`src/rtl/regfile_wb_arbiter.sv`:
```
// regfile_wb_arbiter: merges ALU and load write-backs into one register-file write port
// through a small FIFO, with loads taking priority and a decode hazard lookup.
module regfile_wb_arbiter #(
  parameter int DEPTH = 4,
  parameter int DW    = 16,
  parameter int AW    = 4
) (
  input  logic                     clk,
  input  logic                     rst,
  input  logic                     alu_valid,
  input  logic [AW-1:0]            alu_addr,
  input  logic [DW-1:0]            alu_data,
  output logic                     alu_ready,
  input  logic                     mem_valid,
  input  logic [AW-1:0]            mem_addr,
  input  logic [DW-1:0]            mem_data,
  output logic                     mem_ready,
  output logic                     wre,
  output logic [AW-1:0]            a3,
  output logic [DW-1:0]            wd3,
  input  logic [AW-1:0]            q_addr,
  output logic                     q_pending,
  output logic [$clog2(DEPTH):0]   count
);
  localparam int PW = $clog2(DEPTH);
  localparam int CW = PW + 1;
  localparam logic [CW-1:0] FULL = CW'(DEPTH);

  logic [AW-1:0] addr_q [DEPTH];
  logic [DW-1:0] data_q [DEPTH];
  logic [PW-1:0] rd_q, rd_d, wr_q, wr_d, wr_alu;
  logic [CW-1:0] count_q, count_d;
  logic          wre_q, wre_d;
  logic [AW-1:0] a3_q, a3_d;
  logic [DW-1:0] wd3_q, wd3_d;
  logic          push_m, push_a, pop;

  // Readiness looks only at registered occupancy; a same-edge pop frees its slot next cycle.
  assign mem_ready = rst && (count_q < FULL);
  assign alu_ready = rst && ((count_q <= FULL - CW'(2)) || (count_q == FULL - CW'(1) && !mem_valid));
  assign push_m    = mem_valid && mem_ready;
  assign push_a    = alu_valid && alu_ready;
  assign pop       = count_q != '0;
  assign wr_alu    = wr_q + PW'(push_m);

  always_comb begin
    rd_d    = rd_q + PW'(pop);
    wr_d    = wr_q + PW'(push_m) + PW'(push_a);
    count_d = count_q + CW'(push_m) + CW'(push_a) - CW'(pop);
    wre_d   = pop;
    a3_d    = pop ? addr_q[rd_q] : a3_q;
    wd3_d   = pop ? data_q[rd_q] : wd3_q;
  end

  always_ff @(posedge clk or negedge rst) begin
    if (!rst) begin
      rd_q    <= '0;
      wr_q    <= '0;
      count_q <= '0;
      wre_q   <= 1'b0;
      a3_q    <= '0;
      wd3_q   <= '0;
    end else begin
      rd_q    <= rd_d;
      wr_q    <= wr_d;
      count_q <= count_d;
      wre_q   <= wre_d;
      a3_q    <= a3_d;
      wd3_q   <= wd3_d;
    end
  end

  // The load entry lands first, so a same-cycle ALU entry goes one slot behind it.
  always_ff @(posedge clk) begin
    if (push_m) begin
      addr_q[wr_q] <= mem_addr;
      data_q[wr_q] <= mem_data;
    end
    if (push_a) begin
      addr_q[wr_alu] <= alu_addr;
      data_q[wr_alu] <= alu_data;
    end
  end

  always_comb begin
    q_pending = wre_q && (a3_q == q_addr);
    for (int i = 0; i < DEPTH; i++)
      if (addr_q[i] == q_addr && {1'b0, PW'(PW'(i) - rd_q)} < count_q) q_pending = 1'b1;
  end

  assign wre   = wre_q;
  assign a3    = a3_q;
  assign wd3   = wd3_q;
  assign count = count_q;
endmodule

```
`config.mk`:
```
export PLATFORM = sky130hd
export DESIGN_NAME = regfile_wb_arbiter
export DESIGN_NICKNAME = d
export VERILOG_FILES = /design/src/rtl/regfile_wb_arbiter.sv
export SDC_FILE = /design/constraint.sdc
export NUM_CORES = 1
export LEC_CHECK = 0
export BUFFER_PORTS_ARGS = -buffer_cell sky130_fd_sc_hd__buf_2
export CORE_ASPECT_RATIO = 1.75
export CORE_MARGIN = 2
export CORE_UTILIZATION = 41
export DETAILED_ROUTE_END_ITERATION = 7
export PLACE_DENSITY = 0.71
export SYNTH_ARGS = -nofsm -noshare
export SYNTH_HDL_FRONTEND = slang
export SYNTH_SLANG_ARGS = --single-unit
```
`constraint.sdc`:
```
create_clock -name clk -period 3.26 [get_ports clk]
set_input_delay 0.163 -clock clk [delete_from_list [all_inputs] [get_ports clk]]
set_output_delay 0.163 -clock clk [all_outputs]
set_load 0.01 [all_outputs]
```
==> flow_metrics.py <==
metrics = {
    "status": {
        "run_status": "finished, final reports clean",
    },
    "cts": {
        "insertion_delay_ps": 350,
        "cts_tree": "yes",
        "path_clk_slew_ps": 70,
        "cts_htree_levels": 3,
        "postCtsResizedCells": 0,
        "root_buffer": "clkbuf_16",
        "cts.sinks": 108,
        "cts_setup_buffers": 0,
        "cts_buffers": 9,
        "cts_max_path_buffers": 2,
    },
    "sta": {
        "fin_skew_ps": 4.69,
        "maxClockFrequency_mhz": 336,
        "period_share_pct": 91.2,
        "setup-violations-final": 0,
        "grt_setup_unrepaired": "no",
        "drv_slew": 0,
        "maxSlewHeadroom_pct": 20.9,
        "setup-tns-final_ps": 0,
        "min_period_ps": 2970,
        "finalHoldViolations": 0,
        "worstMarginPinSlew_ps": 1190,
    },
    "floorplan": {
        "die_h_um": 160,
        "initial_core_util_pct": 42.1,
        "ioPinCount": 75,
        "die_area_um2": 14800,
        "die_w_um": 92.9,
        "rows": 56,
        "fp.coreArea_um2": 13500,
    },
    "yosys": {
        "synth_xor_area_share_pct": 3.40,
        "synth-main-ff-cell": "edfxtp_1",
        "synth_top_cell_by_area": "edfxtp_1",
        "synth_most_common_cell": "edfxtp_1",
        "synth_top_area_share_pct": 42.4,
        "synthSimpleGateAreaFrac_pct": 2.50,
        "synth.distinct_cells": 33,
        "yosys-top-cells-area": "edfxtp_1 (42%), mux2_4 (15%), dfrtp_1 (12%), mux2_2 (8.5%), mux4_2 (8.0%)",
        "postSynthNetCount": 394,
        "ys_top_cells_by_count": "edfxtp_1 (80), mux2_4 (57), mux2_2 (43)",
        "syn_area_per_cell_um2": 16.9,
        "synthMuxAreaShare_pct": 31.6,
        "synthAdderAreaFrac_pct": 2.69,
        "synth_top_family_by_area": "multiplexers",
        "async_reset_ff_share_pct": 25.9,
        "netlist_instances": 335,
        "syn_area_um2": 5670,
        "ys_seq_elements": 108,
        "ys_seq_area_share_pct": 54.8,
        "synth_edf_count": 80,
        "yosysWarnings": 0,
        "synth_compound_area_share_pct": 1.94,
    },
    "grt": {
        "grt-ovfl-total": 0,
        "grt_max_degree": 31,
        "grt_pass1_vias": 3478,
        "met2_usage_pct": 31.3,
        "grt_pass1_wl_um": 18200,
        "grt_antenna_before_repair": 0,
        "use_met1_pct": 17.3,
        "grt_usage_pct": 16.4,
        "top_usage_layer": "met2",
        "grt_use_met3_pct": 2.93,
    },
    "layout": {
        "fill_cells": 1166,
        "fin_nets": 473,
        "regArea_um2": 3100,
        "multi_input_area_um2": 2410,
        "area_growth_pct": 16.4,
        "drive_gt1_share_pct": 54.7,
        "antenna_cells": 0,
    },
    "power_and_ir_drop": {
        "switching_share_pct": 30.9,
        "p_per_area_nw_per_um2": 789,
        "seq_power_share_pct": 40.3,
        "ir_drop_v": 0.000319,
        "power.total_mw": 5.20,
        "power.switching_mw": 1.61,
        "leakagePower_nw": 2.76,
        "combPwrFrac_pct": 36.3,
        "clkPwrFrac_pct": 23.3,
        "internal-power_mw": 3.59,
    },
    "worst_setup_path": {
        "crit_path_start_kind": "primary input",
        "cp_max_fo": 21,
        "required_ps": 3220,
        "worstPathArrival_ps": 2930,
        "endpoint_kind": "register",
        "reg2regPathDepth": 7,
        "crit_type": "primary input to register",
    },
    "hold_path": {
        "hp-class": "primary input to register",
        "hold_depth": 2,
    },
    "placed_design": {
        "gp_congestion": 0.789,
        "numPortBuffers": 74,
        "dp_hpwl_um": 8350,
    },
    "drt": {
        "drc": 0,
        "wl_per_cell_um": 19.5,
        "first_pass_iters": 4,
        "first_iter_violations": 139,
        "routed_wl_um": 11600,
        "final_antenna_net_count": 0,
        "routed-via-count": 3080,
        "viasPerCell": 5.19,
    },
    "job": {
        "cap_violations": 0,
    },
}
timing repair:
action,4_1_cts,5_1_grt
hold buffers,1,0
hold endpoints to repair,28,0
setup endpoints to repair,0,0
final cells by class:
| cell class | instances | share of cell area, % |
|---|---|---|
| sequential | 108 | 47.1 |
| multi-input combinational | 194 | 36.6 |
| timing repair buffer | 87 | 7.14 |
| clock buffer | 13 | 4.10 |
| tap | 174 | 3.30 |
| clock inverter | 3 | 1.04 |
| inverter | 14 | 0.797 |
power by group through the flow:
stage | logic [mW] | registers, mW | clock network [mW]
2_1_floorplan | 1.31 | 2.13 | 0
3_3_place_gp | 1.87 | 2.11 | 0
3_5_place_dp | 1.93 | 2.14 | 0
4_1_cts | 1.93 | 2.11 | 1.23
5_1_grt | 2.07 | 2.14 | 1.28
6_report | 1.89 | 2.10 | 1.21
worst paths after layout:
check                             startpoint             to  slack, ps
worst max register to register      count[2]   data_q[0][0]        300
worst min-delay path            mem_data[15]  data_q[2][15]        160
max in group asynchronous                rst         wd3[0]       2560
min in group asynchronous                rst        wd3[10]        400
worst max-delay path                     rst   data_q[0][0]        290
worst min register to register        wd3[6]         wd3[6]        500
registers in the layout, indices dropped and copies added, names as in the netlist:
| name | flops |
|---|---|
| addr_q | 16 |
| wr_q | 2 |
| data_q | 64 |
| a3 | 4 |
| rd_q | 2 |
| wre | 1 |
| count | 3 |
| wd3 | 16 |
routing by layer:
metal	share of wire [%]	vias to the layer above
li1	-	1438
met1	37	1564
met2	58	62
met3	2.7	16
met4	2.0	0
met5	0	-
cell families after synthesis:
kind of cell,count (synthesis)
flip-flops,108
AO/OA/AOI/OAI,17
buffers and inverters,33
multiplexers,120
XOR/XNOR,22
adder cells (fa/ha/maj),11
AND/OR/NAND/NOR,24
worst max-delay path: stages:
cell and delay (ps):
dlygate4sd3_1 530, buf_2 130, nor2b_1 140, nand2_1 220, inv_1 120, ha_1 220
xnor2_1 370, or3b_4 650, o31ai_4 370
placed cells by master, fill, tap and decap left out, drive strengths merged, types with 3 or more instances in the layout:
| cell | Yosys | routed |
|---|---|---|
| mux2 | 100 | 100 |
| buf | 13 | 86 |
| edfxtp | 80 | 80 |
| dfrtp | 28 | 28 |
| mux4 | 20 | 20 |
| xor2 | 19 | 19 |
| inv | 14 | 14 |
| clkbuf | 6 | 13 |
| ha | 9 | 9 |
| nand2 | 7 | 7 |
| o21ai | 6 | 6 |
| a21oi | 5 | 5 |
| nor4 | 4 | 4 |
| xnor2 | 3 | 3 |
per-stage QoR:
stage | worst slack (ps) | utilization [%] | hold WS, ps | area [um2] | cells
final | 288 | 49.0 | 157 | 6590 | 593
after global routing | 132 | 49.0 | 158 | 6590 | 593
after CTS | 266 | 49.0 | 150 | 6590 | 593
after detailed placement | 286 | 46.4 | 243 | 6240 | 576
after global placement | 500 | 46.4 | 256 | 6240 | 576
after floorplan | 337 | - | -133 | 5670 | 335
Power figures use the tool's default switching activity.
